==> config.mk <==
export PLATFORM = sky130hd
export DESIGN_NAME = sensor_slot_scheduler
export DESIGN_NICKNAME = d
export VERILOG_FILES = /design/src/rtl/sensor_slot_scheduler.sv
export SDC_FILE = /design/constraint.sdc
export NUM_CORES = 1
export LEC_CHECK = 0
export ABC_AREA = 1
export BUFFER_PORTS_ARGS = -buffer_cell sky130_fd_sc_hd__buf_2
export CAP_MARGIN = 15
export CELL_PAD_IN_SITES_DETAIL_PLACEMENT = 1
export CELL_PAD_IN_SITES_GLOBAL_PLACEMENT = 2
export CORE_ASPECT_RATIO = 1.1
export CORE_MARGIN = 3
export CORE_UTILIZATION = 38
export CTS_CLUSTER_SIZE = 12
export DETAILED_ROUTE_END_ITERATION = 12
export PLACE_DENSITY_LB_ADDON = 0.1
export REMOVE_ABC_BUFFERS = 1
export SLEW_MARGIN = 20
export SYNTH_ARGS = -nofsm -noshare
export SYNTH_HDL_FRONTEND = slang
export SYNTH_SLANG_ARGS = --single-unit
==> constraint.sdc <==
create_clock -name clk_division -period 4.1 [get_ports clk_division]
set_clock_uncertainty 0.1 [all_clocks]
set_input_delay 0 -clock clk_division [delete_from_list [all_inputs] [get_ports clk_division]]
set_output_delay 0 -clock clk_division [all_outputs]
set_load 0.02 [all_outputs]
==> src/rtl/sensor_slot_scheduler.sv <==
// Slot-multiplexed sensor round scheduler: broadcasts sample_en, then decodes 4096 RUN slots.
// Optional automatic round restart is enabled by defining SENSOR_AUTO_RESTART_EN.
module sensor_slot_scheduler #(
  parameter int GAP_CYCLES = 16
) (
  input  logic        clk_division,
  input  logic        rst_n,
  input  logic        start,
  input  logic        slot_bus,
  output logic        sample_en,
  output logic        busy,
  output logic        result_valid,
  output logic [3:0]  result_addr,
  output logic [7:0]  result_data,
  output logic        done,
  output logic [15:0] missing_mask,
  output logic        dup_err
);

  typedef enum logic [2:0] {BLANK, IDLE, ARM, RUN, DONE} state_t;

  if (GAP_CYCLES < 1 || GAP_CYCLES > 4096) begin : g_bad_gap
    $error("GAP_CYCLES must be within 1..4096");
  end

  state_t      state_q, state_d;
  // One counter serves BLANK timing, the RUN {data_cnt, slot_cnt} pair and the idle gap.
  logic [11:0] cnt_q, cnt_d;
  logic [15:0] seen_q, seen_d;
  logic        sample_en_q, sample_en_d;
  logic        busy_q, busy_d;
  logic        result_valid_q, result_valid_d;
  logic [3:0]  result_addr_q, result_addr_d;
  logic [7:0]  result_data_q, result_data_d;
  logic        done_q, done_d;
  logic [15:0] missing_mask_q, missing_mask_d;
  logic        dup_err_q, dup_err_d;
  logic        go_arm;
  logic [3:0]  slot_cnt;
  logic [7:0]  data_cnt;

  assign slot_cnt = cnt_q[3:0];
  assign data_cnt = cnt_q[11:4];

`ifdef SENSOR_AUTO_RESTART_EN
  localparam logic [11:0] GAP_LAST = 12'(GAP_CYCLES - 1);
  logic auto_q, auto_d;
`endif

  always_comb begin
    state_d        = state_q;
    cnt_d          = cnt_q;
    seen_d         = seen_q;
    sample_en_d    = 1'b0;
    result_valid_d = 1'b0;
    result_addr_d  = result_addr_q;
    result_data_d  = result_data_q;
    done_d         = 1'b0;
    missing_mask_d = missing_mask_q;
    dup_err_d      = dup_err_q;
    go_arm         = 1'b0;
`ifdef SENSOR_AUTO_RESTART_EN
    auto_d         = auto_q;
`endif
    case (state_q)
      BLANK: begin
        cnt_d = cnt_q + 12'd1;
        if (&cnt_q) state_d = IDLE;
      end
      IDLE: begin
        if (start) begin
          go_arm = 1'b1;
`ifdef SENSOR_AUTO_RESTART_EN
        end else if (auto_q) begin
          if (cnt_q == GAP_LAST) go_arm = 1'b1;
          else cnt_d = cnt_q + 12'd1;
`endif
        end
        if (go_arm) begin
          state_d     = ARM;
          sample_en_d = 1'b1;
          seen_d      = '0;
          dup_err_d   = 1'b0;
          cnt_d       = '0;
`ifdef SENSOR_AUTO_RESTART_EN
          auto_d      = 1'b0;
`endif
        end
      end
      ARM: begin
        state_d = RUN;
        cnt_d   = '0;
      end
      RUN: begin
        cnt_d = cnt_q + 12'd1;
        if (slot_bus) begin
          if (!seen_q[slot_cnt]) begin
            seen_d[slot_cnt] = 1'b1;
            result_valid_d   = 1'b1;
            result_addr_d    = slot_cnt;
            result_data_d    = data_cnt;
          end else begin
            dup_err_d = 1'b1;
          end
        end
        // Mask uses seen_d so a pulse in the final slot still counts as present.
        if (&cnt_q) begin
          state_d        = DONE;
          done_d         = 1'b1;
          missing_mask_d = ~seen_d;
        end
      end
      DONE: begin
        state_d = IDLE;
        cnt_d   = '0;
`ifdef SENSOR_AUTO_RESTART_EN
        auto_d  = 1'b1;
`endif
      end
      default: state_d = BLANK;
    endcase
    busy_d = (state_d != IDLE);
  end

  always_ff @(posedge clk_division or negedge rst_n) begin
    if (!rst_n) begin
      state_q        <= BLANK;
      cnt_q          <= '0;
      seen_q         <= '0;
      sample_en_q    <= 1'b0;
      busy_q         <= 1'b1;
      result_valid_q <= 1'b0;
      result_addr_q  <= '0;
      result_data_q  <= '0;
      done_q         <= 1'b0;
      missing_mask_q <= '0;
      dup_err_q      <= 1'b0;
`ifdef SENSOR_AUTO_RESTART_EN
      auto_q         <= 1'b0;
`endif
    end else begin
      state_q        <= state_d;
      cnt_q          <= cnt_d;
      seen_q         <= seen_d;
      sample_en_q    <= sample_en_d;
      busy_q         <= busy_d;
      result_valid_q <= result_valid_d;
      result_addr_q  <= result_addr_d;
      result_data_q  <= result_data_d;
      done_q         <= done_d;
      missing_mask_q <= missing_mask_d;
      dup_err_q      <= dup_err_d;
`ifdef SENSOR_AUTO_RESTART_EN
      auto_q         <= auto_d;
`endif
    end
  end

  assign sample_en    = sample_en_q;
  assign busy         = busy_q;
  assign result_valid = result_valid_q;
  assign result_addr  = result_addr_q;
  assign result_data  = result_data_q;
  assign done         = done_q;
  assign missing_mask = missing_mask_q;
  assign dup_err      = dup_err_q;

endmodule

### Word level (Yosys, flattened, before mapping)

Cells that the tools add are included.

* register bits: 64
* bits in latches: 0
* RAM bits: 0
* ROM bits: 0
* input port bits: 4
* output and inout port bits: 33
* word-level logic and storage cells: 65
* memories kept: 0

* add/subtract/negate cells: 1
* $mul: 0
* divide/modulo/power cells: 0
* $lt $le $gt $ge: 2
* equal/unequal tests: 8
* shifts and indexed selects: 0
* mux-type cells: 28
* bitwise gates (word level): 3
* reductions and logical operators: 12

Operators with widths (count)
* two-way mux 16 bit: 4
* case mux 12 bit (3 select lines): 1
* case mux 16 bit (2 select lines): 1
* inverter 16 bit: 1
* OR 16 bit: 1
* case mux 3 bit (5 select lines): 1
* two-way mux 1 bit: 14
* AND reduction 13 bit: 1
* adder 12 x 1 -> 12 bit, second input constant: 1
* two-way mux 12 bit: 1
* AND reduction 12 bit: 1
* two-way mux 3 bit: 3
* == test 3 x 2 -> 1 bit, second input constant: 2
* != test 2 bit, second input constant: 3
* < comparator 4 x 5 -> 1 bit, second input constant: 1
* binary-select mux 1 bit (select 4 bit): 1
* demux 1 bit (select 4 bit): 1
* greater-or-equal comparator 4 x 1 -> 1 bit, second input constant: 1
* AND reduction 2 bit: 2
* AND reduction 4 bit: 1
* OR reduction 2 bit: 2
* == test 3 x 1 -> 1 bit, second input constant: 1
* == test 3 bit, second input constant: 1
* logical NOT 3 bit: 1
* other kinds (7): 7

### Longest topological paths before layout

* depth after elaboration: 9
* mapped depth: 13
* mapped depth without buffers: 11

### Worst setup path after synthesis

Ideal clock, no wire load.

* path type: register -> register
* start: register cnt_q[1]
* end: register missing_mask_q[6], in the netlist missing_mask[6]
* arrival: 1501 ps
* data required time: 3883 ps
* setup slack: 2381 ps
* stages on the path, launching flop included: 12
* buffers on the path: 1
* clock period less this slack: 1719 ps
* path through: dfrtp_1 ha_1 nand2_2 nor2_4 nand2_2 inv_2 nand2_4 nor2_8 inv_6 buf_8 nand2_1 nand2_1

* longest elaborated chain between the ends: 9
* elaborated cells on any way between the ends: 13

Ends and longest elaborated chain
* from (decl): RTL line 28 `logic [11:0] cnt_q, cnt_d;`
* from (signal assigned): RTL line 143 `cnt_q <= cnt_d;`
* < comparator 4 x 5 -> 1 bit (implied by the code) or greater-or-equal comparator 4 x 1 -> 1 bit (tied branches): RTL line 98 `seen_d[slot_cnt] = 1'b1;`
* logical AND 1 bit (implied by the code): RTL line 98
* two-way mux 1 bit (implied by the code): RTL line 98
* demux 1 bit (select 4 bit): RTL line 98
* OR 16 bit (no source line)
* two-way mux 16 bit: RTL line 97 `if (!seen_q[slot_cnt]) begin`
* two-way mux 16 bit: RTL line 96 `if (slot_bus) begin`
* two-way mux 16 bit: RTL line 65 `case (state_q)`
* inverter 16 bit: RTL line 110 `missing_mask_d = ~seen_d;`
* to (signal assigned): RTL line 151 `missing_mask_q <= missing_mask_d;`
* to (decl): RTL line 36 `logic [15:0] missing_mask_q, missing_mask_d;`

Parallel ways exist; a longest one is shown, timed or not. The select of a mux whose other input is x is not followed.
A chain may end at the register's enable or synchronous reset.

### Worst setup path in the final report

* start: register cnt_q[0]
* end: register missing_mask_q[3], in the netlist missing_mask[3]

The elaborated chain is that of the path after synthesis.

==> impl_metrics.csv <==
group,metric,value,unit
outcome,status,"completed",
synthesis,synth_cell_types,33,
clock_network,cts_root_buf,"clkbuf_8",
layout,drive_above_1_share,24.2,%
timing,fin_crit_sh,55.0,%
clock_network,cts.htree.levels,3,
worst_hold_path,min_to,"seen_q[15]",
run,cap_violations,0,
timing,fin_ws,1.84,ns
floorplanning,rows,34,
setup_path,rr_worst_depth,10,
floorplanning,die_h,103,um
power,leakage,1.77,nW
global_routing,grt_usage,18.6,%
floorplanning,start_util,39.8,%
synthesis,synth_flop_cell,"dfrtp_1",
placed_design,port_buffers,36,
placed_design,dp_hpwl,5690,um
routing,viasPerCell,4.87,
floorplanning,die_area,9610,sq um
setup_path,r2r_setup_slack,1.84,ns
clock_network,cts.reportedPaths.clkPinSlew,0.07,ns
setup_path,r2r_start,"cnt_q[0]",
timing,max_freq,0.443,GHz
timing,grt_setup_unrepaired,"false",
synthesis,synth_largest_area_cell,"dfrtp_1",
worst_hold_path,worstHoldPathType,"input port to flop",
setup_path,path_class,"flop to flop",
timing,fin_crit,2.26,ns
placed_design,placed_area,3440,sq um
layout,syn_to_final_growth,13.7,%
routing,wl,7880,um
placed_design,gp_congestion,0.782,
routing,drc_errors,0,
floorplanning,num_io_pins,37,
worst_hold_path,hold_path_depth,5,
routing,dr.pass1.iters,4,
power,vdd_ir_drop_max,0.200,mV
layout,antenna_cells,0,
global_routing,antenna_found_initial,0,
routing,wl_per_cell,14.9,um
synthesis,ys_ff_latch,64,
worst_hold_path,hp-start,"slot_bus",
setup_path,crit_path_max_fanout,18,
setup_path,crit_path_start_kind,"flop",
clock_network,cts-buffers-inserted,9,
synthesis,synth_warnings,0,
layout,fin_util,45.3,%
layout,finalNetCount,425,
timing,relSlewSlack,37.4,%
clock_network,cts_tree,"yes",
clock_network,cts.sinks,64,
global_routing,grt_pass1_wl,13600,um
synthesis,syn_inst,376,
synthesis,synthArstFlopShare,100,%
placed_design,pre_cts_ws,1.84,ns
routing,ant_nets,0,
synthesis,yosysSeqAreaShare,49.8,%
synthesis,syn_area,3220,sq um
setup_path,r2r-end,"missing_mask[3]",
synthesis,synth-edff-count,0,
synthesis,synthTopCellsByCount,"101 x nand2_1, 63 x dfrtp_1, 37 x a21oi_1, 37 x inv_1, 32 x nor2_1",
timing,setup_viol,0,
global_routing,overflow,0,
timing,hold_viol_final,0,
timing,setup_tns,0,ns
setup_path,cp.required,4.24,ns
setup_path,crit_path_start,"cnt_q[0]",
power,power_density,364,nW/um^2
global_routing,grt_max_degree,42,
floorplanning,dieWidth,93.7,um
routing,via_count,2581,
timing,tightest_slew,0.939,ns
power,p_total,1.33,mW
clock_network,cts_max_path_buffers,2,
layout,fin_area,3660,sq um
synthesis,synth_most_common_cell,"nand2_1",
setup_path,cp_data_arrival_time,2.39,ns
layout,fillers,1017,
global_routing,grt_pass1_vias,2729,
floorplanning,core_area,8080,sq um
clock_network,post_cts_resized,0,
synthesis,synth_area_leaders,"dfrtp_1 49%, nand2_1 12%, a21oi_1 5.8%",
routing,drt_iter0_drc,95,
clock_network,clkLatencyLatePin,0.35,ns
setup_path,crit_path_end_kind,"flop",
synthesis,synth_top_cell_area_share,49.0,%
synthesis,synth.avg_cell_area,8.56,sq um
timing,maxSlewViolCount,0,
-- report_power, final --
part | leakage, nW | switching [mW] | total (mW) | internal (mW)
combinational | 0.995 | 0.0775 | 0.111 | 0.0331
sequential | 0.684 | 0.0133 | 0.670 | 0.657
clock | 0.0928 | 0.254 | 0.552 | 0.299
total | 1.77 | 0.344 | 1.33 | 0.989
-- sequential cells by signal, indices dropped and copies added (netlist names) --
signal / cells
busy: 1
result_addr: 4
result_valid: 1
missing_mask: 16
seen_q: 16
sample_en: 1
state_q: 3
result_data: 8
cnt_q: 12
dup_err: 1
done: 1
-- logic make-up (layout without fill, tap and decap cells) --
group	after synthesis	count (layout)	synth area share [%]
xor gates and xnor gates	2	2	0.545
and+or+nand+nor	189	189	28.2
AOI/OAI and AO/OA	63	63	11.2
adders and majority gates	4	4	1.56
DFF	64	64	49.8
buffers and inverters	54	100	8.67
-- critical path, cell delays in order, from the launching register on --
cell and delay [ns]:
dfrtp_1 0.60, ha_1 0.32, nand2_2 0.11, nor2_4 0.14, nand2_2 0.08, inv_2 0.08
nand2_4 0.08, nor2_8 0.35, inv_6 0.13, nand2_1 0.10, nand2_1 0.05
-- worst max path at each step --
stage	slack (ns)	to	cells after the start
3_3_place_gp	1.89	result_addr[0]	8
6_report	1.84	missing_mask[3]	10
2_1_floorplan	2.19	cnt_q[7]	7
5_1_grt	1.61	missing_mask[3]	10
3_5_place_dp	1.84	missing_mask[11]	10
4_1_cts	1.82	missing_mask[11]	10
-- through the flow --
step           std cells  hold WS (ns)
2_1_floorplan        366        -0.396
3_3_place_gp         512        0.0887
5_1_grt              530        0.0584
3_5_place_dp         512         0.108
4_1_cts              530       0.00525
6_report             530        0.0243
-- timing repair --
item	CTS	global route
hold endpoints to repair	41	0
hold buffers	2	0
buffers inserted	0	0
-- layer usage --
layer / vias to the layer above / GRT usage, % / share of wire (%)
li1: 1273 / - / -
met1: 1263 / 22.8 / 45
met4: 0 / 8.22 / 2.1
met2: 31 / 31.3 / 50
met5: - / 0 / 0
met3: 14 / 4.53 / 2.9
-- cell usage in the layout, fill, tap and decap left out --
cell / Yosys / layout
dlygate4sd3_1: 0 / 2
a21oi_2: 2 / 2
nor2_8: 2 / 2
o21ai_1: 2 / 2
nand4_1: 1 / 1
a21oi_1: 37 / 37
clkinv_2: 1 / 1
nand2_4: 2 / 2
nand2_2: 15 / 15
clkinvlp_4: 0 / 2
nand2_1: 101 / 101
ha_1: 4 / 4
clkinv_4: 0 / 1
nand3_2: 9 / 9
o21ai_2: 8 / 8
bufinv_16: 0 / 1
inv_2: 5 / 5
a211oi_1: 1 / 1
nor2_4: 3 / 3
o22ai_1: 1 / 1
clkbuf_1: 2 / 2
inv_1: 37 / 37
dfstp_2: 1 / 1
nor2_1: 32 / 32
xor2_1: 2 / 2
nor3_1: 1 / 1
buf_4: 0 / 2
clkbuf_8: 0 / 10
inv_6: 1 / 1
nand3_1: 22 / 22
o21ai_0: 10 / 10
dfrtp_1: 63 / 63
a31oi_1: 1 / 1
nor2_2: 1 / 1
buf_2: 1 / 36
o211ai_1: 1 / 1
-- layout make-up --
type | instances | area (sq um) | share of cell area, %
Timing Repair Buffer | 40 | 215 | 5.88
Sequential cell | 64 | 1600 | 43.8
Clock buffer | 12 | 145 | 3.97
Multi-Input combinational cell | 258 | 1340 | 36.5
Inverter | 44 | 171 | 4.69
Clock inverter | 4 | 53.8 | 1.47
Tap cell | 108 | 135 | 3.69
No activity file was read; power rests on OpenSTA's default activity.
